[src/rtl/regfile_dest_decoder.sv]
// Write-back destination decoder with a pending-write scoreboard.
// Produces a registered one-hot register-file write enable from the
// write-back address. It also tracks one pending bit per register: the bit
// is set on an accepted issue and cleared on write-back. Combinational
// source-hazard and WAW issue-stall flags feed the issue stage.
module regfile_dest_decoder #(
  parameter int ADDR_W       = 3,
  parameter int R0_HARDWIRED = 0
) (
  input  logic                clk,
  input  logic                rst_n,
  input  logic                issue_valid,
  input  logic [ADDR_W-1:0]   issue_dest,
  output logic                issue_stall,
  input  logic [ADDR_W-1:0]   src_a,
  input  logic [ADDR_W-1:0]   src_b,
  output logic                hazard_a,
  output logic                hazard_b,
  input  logic                wb_valid,
  input  logic [ADDR_W-1:0]   wb_dest,
  output logic [(1<<ADDR_W)-1:0] en,
  output logic [(1<<ADDR_W)-1:0] pending,
  output logic [ADDR_W:0]     pending_cnt,
  output logic                wb_err
);

  localparam int NREGS = 1 << ADDR_W;

  // Population count sized to hold NREGS without wrapping.
  function automatic logic [ADDR_W:0] popcount(input logic [NREGS-1:0] v);
    logic [ADDR_W:0] c;
    c = '0;
    for (int i = 0; i < NREGS; i++) begin
      c = c + {{ADDR_W{1'b0}}, v[i]};
    end
    return c;
  endfunction

  logic [NREGS-1:0] r_en;
  logic [NREGS-1:0] r_pending;
  logic [ADDR_W:0]  r_cnt;
  logic             r_wb_err;

  logic             w_wb_supp;
  logic             w_issue_supp;
  logic             w_src_a_supp;
  logic             w_src_b_supp;
  logic             w_issue_stall;
  logic             w_hazard_a;
  logic             w_hazard_b;
  logic             w_accept;
  logic [NREGS-1:0] w_en_next;
  logic [NREGS-1:0] w_pending_next;
  logic             w_err_next;

  // Identify accesses to a hardwired register 0, which are ignored.
  always_comb begin
    w_wb_supp    = 1'b0;
    w_issue_supp = 1'b0;
    w_src_a_supp = 1'b0;
    w_src_b_supp = 1'b0;
    if (R0_HARDWIRED != 0) begin
      w_wb_supp    = (wb_dest    == '0);
      w_issue_supp = (issue_dest == '0);
      w_src_a_supp = (src_a      == '0);
      w_src_b_supp = (src_b      == '0);
    end else begin
      w_wb_supp    = 1'b0;
      w_issue_supp = 1'b0;
      w_src_a_supp = 1'b0;
      w_src_b_supp = 1'b0;
    end
  end

  // WAW stall and RAW hazard flags; a same-cycle write-back bypasses both.
  always_comb begin
    w_issue_stall = issue_valid & ~w_issue_supp & r_pending[issue_dest]
                    & ~(wb_valid & (wb_dest == issue_dest));
    w_hazard_a    = r_pending[src_a] & ~w_src_a_supp
                    & ~(wb_valid & (wb_dest == src_a));
    w_hazard_b    = r_pending[src_b] & ~w_src_b_supp
                    & ~(wb_valid & (wb_dest == src_b));
    w_accept      = issue_valid & ~w_issue_stall & ~w_issue_supp;
  end

  // Next scoreboard, enable and error state; set wins over clear on one index.
  always_comb begin
    w_en_next      = '0;
    w_pending_next = r_pending;
    w_err_next     = r_wb_err;
    if (wb_valid) begin
      w_pending_next[wb_dest] = 1'b0;
    end else begin
      w_pending_next = r_pending;
    end
    if (wb_valid && !w_wb_supp) begin
      w_en_next  = {{(NREGS-1){1'b0}}, 1'b1} << wb_dest;
      w_err_next = r_wb_err | ~r_pending[wb_dest];
    end else begin
      w_en_next  = '0;
      w_err_next = r_wb_err;
    end
    if (w_accept) begin
      w_pending_next[issue_dest] = 1'b1;
    end else begin
      w_err_next = w_err_next;
    end
  end

  // State registers; reset discards every reservation and the error flag.
  always_ff @(posedge clk or negedge rst_n) begin
    if (!rst_n) begin
      r_en      <= '0;
      r_pending <= '0;
      r_cnt     <= '0;
      r_wb_err  <= 1'b0;
    end else begin
      r_en      <= w_en_next;
      r_pending <= w_pending_next;
      r_cnt     <= popcount(w_pending_next);
      r_wb_err  <= w_err_next;
    end
  end

  assign issue_stall = w_issue_stall;
  assign hazard_a    = w_hazard_a;
  assign hazard_b    = w_hazard_b;
  assign en          = r_en;
  assign pending     = r_pending;
  assign pending_cnt = r_cnt;
  assign wb_err      = r_wb_err;

endmodule
[config.mk]
export PLATFORM = sky130hd
export DESIGN_NAME = regfile_dest_decoder
export DESIGN_NICKNAME = d
export VERILOG_FILES = /design/src/rtl/regfile_dest_decoder.sv
export SDC_FILE = /design/constraint.sdc
export NUM_CORES = 1
export LEC_CHECK = 0
export CORE_MARGIN = 5
export CORE_UTILIZATION = 40
export DETAILED_ROUTE_END_ITERATION = 10
export GPL_TIMING_DRIVEN = 0
export PLACE_DENSITY = 0.66
export SLEW_MARGIN = 0
export SYNTH_ARGS = -nofsm -noshare
export SYNTH_HDL_FRONTEND = slang
export SYNTH_SLANG_ARGS = --single-unit
[constraint.sdc]
create_clock -name clk -period 6.5 [get_ports clk]
set_input_delay 1.3 -clock clk [delete_from_list [all_inputs] [get_ports clk]]
set_output_delay 1.3 -clock clk [all_outputs]
set_load 0.05 [all_outputs]
==> results.py <==
metrics = {
    "critical_path": {
        "crit_path_start": "wb_dest[1]",
        "r2r_start": "pending[1]$_DFF_PN0_",
        "arrival_ps": 3470,
        "crit_fanout": 10,
        "crit_required_ps": 5200,
        "cp-start-kind": "primary input",
        "cp-end-kind": "primary output",
        "crit_type": "in2out",
    },
    "synthesis": {
        "yosysMostFrequentCell": "dfrtp_1",
        "ys_ff_latch": 21,
        "yosys_most_used_dff": "dfrtp_1",
        "synth_area_mm2": 0.00145,
        "yosys_warnings": 0,
        "synth_top_cell_by_area": "dfrtp_1",
        "syn_area_per_cell_um2": 11.2,
        "synthDominantCellAreaShare": 0.361,
        "ys_top_cells_by_area": "dfrtp_1 (36%), mux4_2 (12%), fa_1 (5.5%)",
        "syn_inst": 130,
        "synthTopCellsByCount": "dfrtp_1 (21), inv_1 (10), mux4_2 (8), xnor2_1 (8)",
        "synth.net_count": 153,
        "synth_edf_count": 0,
        "async_flop_share": 1.00,
        "yosysSeqAreaShare": 0.361,
        "ys_types": 32,
    },
    "sta": {
        "relSlewSlack": 0.381,
        "maxSlewViolCount": 0,
        "post-route-period-util": 0.734,
        "rsz0062_at_grt": "no",
        "setup_ws_ps": 1730,
        "clock_skew_ps": 2.81,
        "fin_setup_tns_ps": 0,
        "clock.fmax_mhz": 210,
        "hold_viol": 0,
        "worstMarginPinSlew_ps": 925,
        "finalSetupViolCount": 0,
        "min_period_ps": 4770,
    },
    "route": {
        "ant_nets": 0,
        "postRouteWirelength_mm": 3.66,
        "drt-wirelength-per-cell_um": 17.0,
        "vias_per_cell": 5.47,
        "vias": 1182,
        "drtPass1Iterations": 4,
        "drt_iter0_markers": 50,
        "drc": 0,
    },
    "pwr": {
        "p_int_w": 0.000360,
        "ir_worst_vdd_mv": 0.302,
        "p_sw_w": 0.000320,
        "power_frac_seq": 0.282,
        "p_clk_frac": 0.089,
        "power_w": 0.000680,
        "switching_share": 0.471,
        "power-per-cell-area_mw_per_mm2": 362,
        "pwr-share-comb": 0.629,
        "leakage_nw": 0.770,
    },
    "hold_path": {
        "hold_class": "reg2reg",
        "min_from": "wb_err$_DFFE_PN0P_",
    },
    "clock_tree": {
        "cts_sinks": 21,
        "numCtsBuffers": 3,
        "cts_buffer_depth": 2,
        "cts_root_buf": "clkbuf_4",
        "ctsHtreeMaxLevel": 1,
        "cts_hold_buffers": 0,
        "cts_resized": 0,
        "cts_tree": "done",
        "clkLatencyLatePin_ps": 300,
        "cts_setup_buffers": 0,
        "clkTransAtPathRegs_ps": 110,
    },
    "finish": {
        "diodes": 0,
        "fillers": 332,
        "nNetsFinal": 192,
        "register_area_um2": 526,
        "drive_gt1_frac": 0.137,
        "multi_input_area_um2": 828,
        "synthToLayoutAreaGrowth_pct": 29.3,
    },
    "floorplan": {
        "fp.dieW_um": 70.3,
        "row_count": 22,
        "initial_core_util": 0.406,
        "chipHeight_um": 70.3,
        "dieArea_mm2": 0.00494,
        "boundaryPins": 40,
        "coreArea_mm2": 0.00358,
    },
    "grt": {
        "grt_use_total": 0.151,
        "grt_overflow": 0,
        "grt_pass1_wl_mm": 6.04,
        "antenna_found_initial": 0,
        "grt_pass1_vias": 1238,
        "grt_max_degree": 22,
    },
    "placed_design": {
        "place_congestion": 0.821,
        "io_buffers": 34,
        "detailed_place_hpwl_mm": 2.78,
        "dp_slack_ps": 1690,
    },
    "run_status": {
        "status": "finished, final reports clean",
    },
    "flow_run": {
        "max_cap_viol_count": 0,
    },
}
==> logic make-up (layout without fill, tap and decap cells) <==
family | count (synthesis) | count (layout) | share of synthesized area
mux | 9 | 9 | 0.132
fa+ha+maj | 7 | 7 | 0.0809
simple gates | 45 | 45 | 0.192
flops | 21 | 21 | 0.361
xor+xnor | 10 | 10 | 0.0602
compound gates | 17 | 17 | 0.105
buf+inv | 21 | 59 | 0.0688
==> registers in the layout, summed over array words and instances, names as in the netlist <==
register     cells
en               8
pending_cnt      4
wb_err           1
pending          8
==> critical path, stage by stage <==
cell,delay [ps]
clkdlybuf4s50_1,590
buf_2,310
xnor2_1,240
nand4_1,140
and3_1,200
clkdlybuf4s50_1,690
==> layout make-up <==
| type | count | share of cell area |
|---|---|---|
| multi-input cells | 88 | 0.440 |
| flip-flops and latches | 21 | 0.279 |
| repair buffers | 34 | 0.181 |
| plain buffers | 11 | 0.0333 |
| well taps | 48 | 0.0319 |
| inverters | 10 | 0.0200 |
| clock buffers | 4 | 0.0140 |
==> through the flow <==
step	util	hold WS (ps)	cells	cell area (um2)
4_1_cts	0.526	495	216	1880
3_3_place_gp	0.518	464	212	1850
2_1_floorplan	-	791	130	1450
5_1_grt	0.526	541	216	1880
6_report	0.526	490	216	1880
3_5_place_dp	0.518	468	212	1850
==> path summary, 6_finish.rpt <==
kind,end,slack [ps],cells after the start
setup / recovery,issue_stall,1730,6
hold reg to reg,wb_err$_DFFE_PN0P_,490,2
max in group asynchronous,pending_cnt[3]$_DFF_PN0_,4430,1
setup reg to reg,pending_cnt[1]$_DFF_PN0_,3040,11
hold / removal,wb_err$_DFFE_PN0P_,490,2
min in group asynchronous,en[7]$_DFF_PN0_,1510,1
==> power by group through the flow <==
stage          combinational [W]  sequential, W  clock [W]
4_1_cts                 0.000436       0.000191  0.0000652
3_5_place_dp            0.000434       0.000194          0
5_1_grt                 0.000465       0.000195  0.0000705
3_3_place_gp            0.000424       0.000194          0
6_report                0.000428       0.000192  0.0000608
2_1_floorplan           0.000212       0.000282          0
==> cells in the final DEF, fill, tap and decap left out, types with 2 or more instances in the layout <==
master            n
nand4b_1          5
clkbuf_4          3
o41ai_2           3
buf_6             2
xor2_1            2
buf_2             5
a32o_1            2
clkdlybuf4s50_1  34
o21ai_0           6
and4b_1           2
fa_1              4
inv_1            10
nand2b_1          4
dfrtp_1          21
mux4_2            8
nor2b_1           5
ha_1              3
and3_1            2
xnor2_1           8
nand3_1           4
clkbuf_1          5
nor2_1            7
nand4_1           7
nor3_1            2
o31ai_1           3
nand2_1           3
==> per-layer routing <==
| metal | global-route usage | share of wire |
|---|---|---|
| met5 | 0 | 0 |
| met4 | 0.0383 | 0.0093 |
| met3 | 0.0504 | 0.084 |
| met2 | 0.252 | 0.49 |
| met1 | 0.187 | 0.42 |
Note: power is estimated with default switching activity, not from simulation.
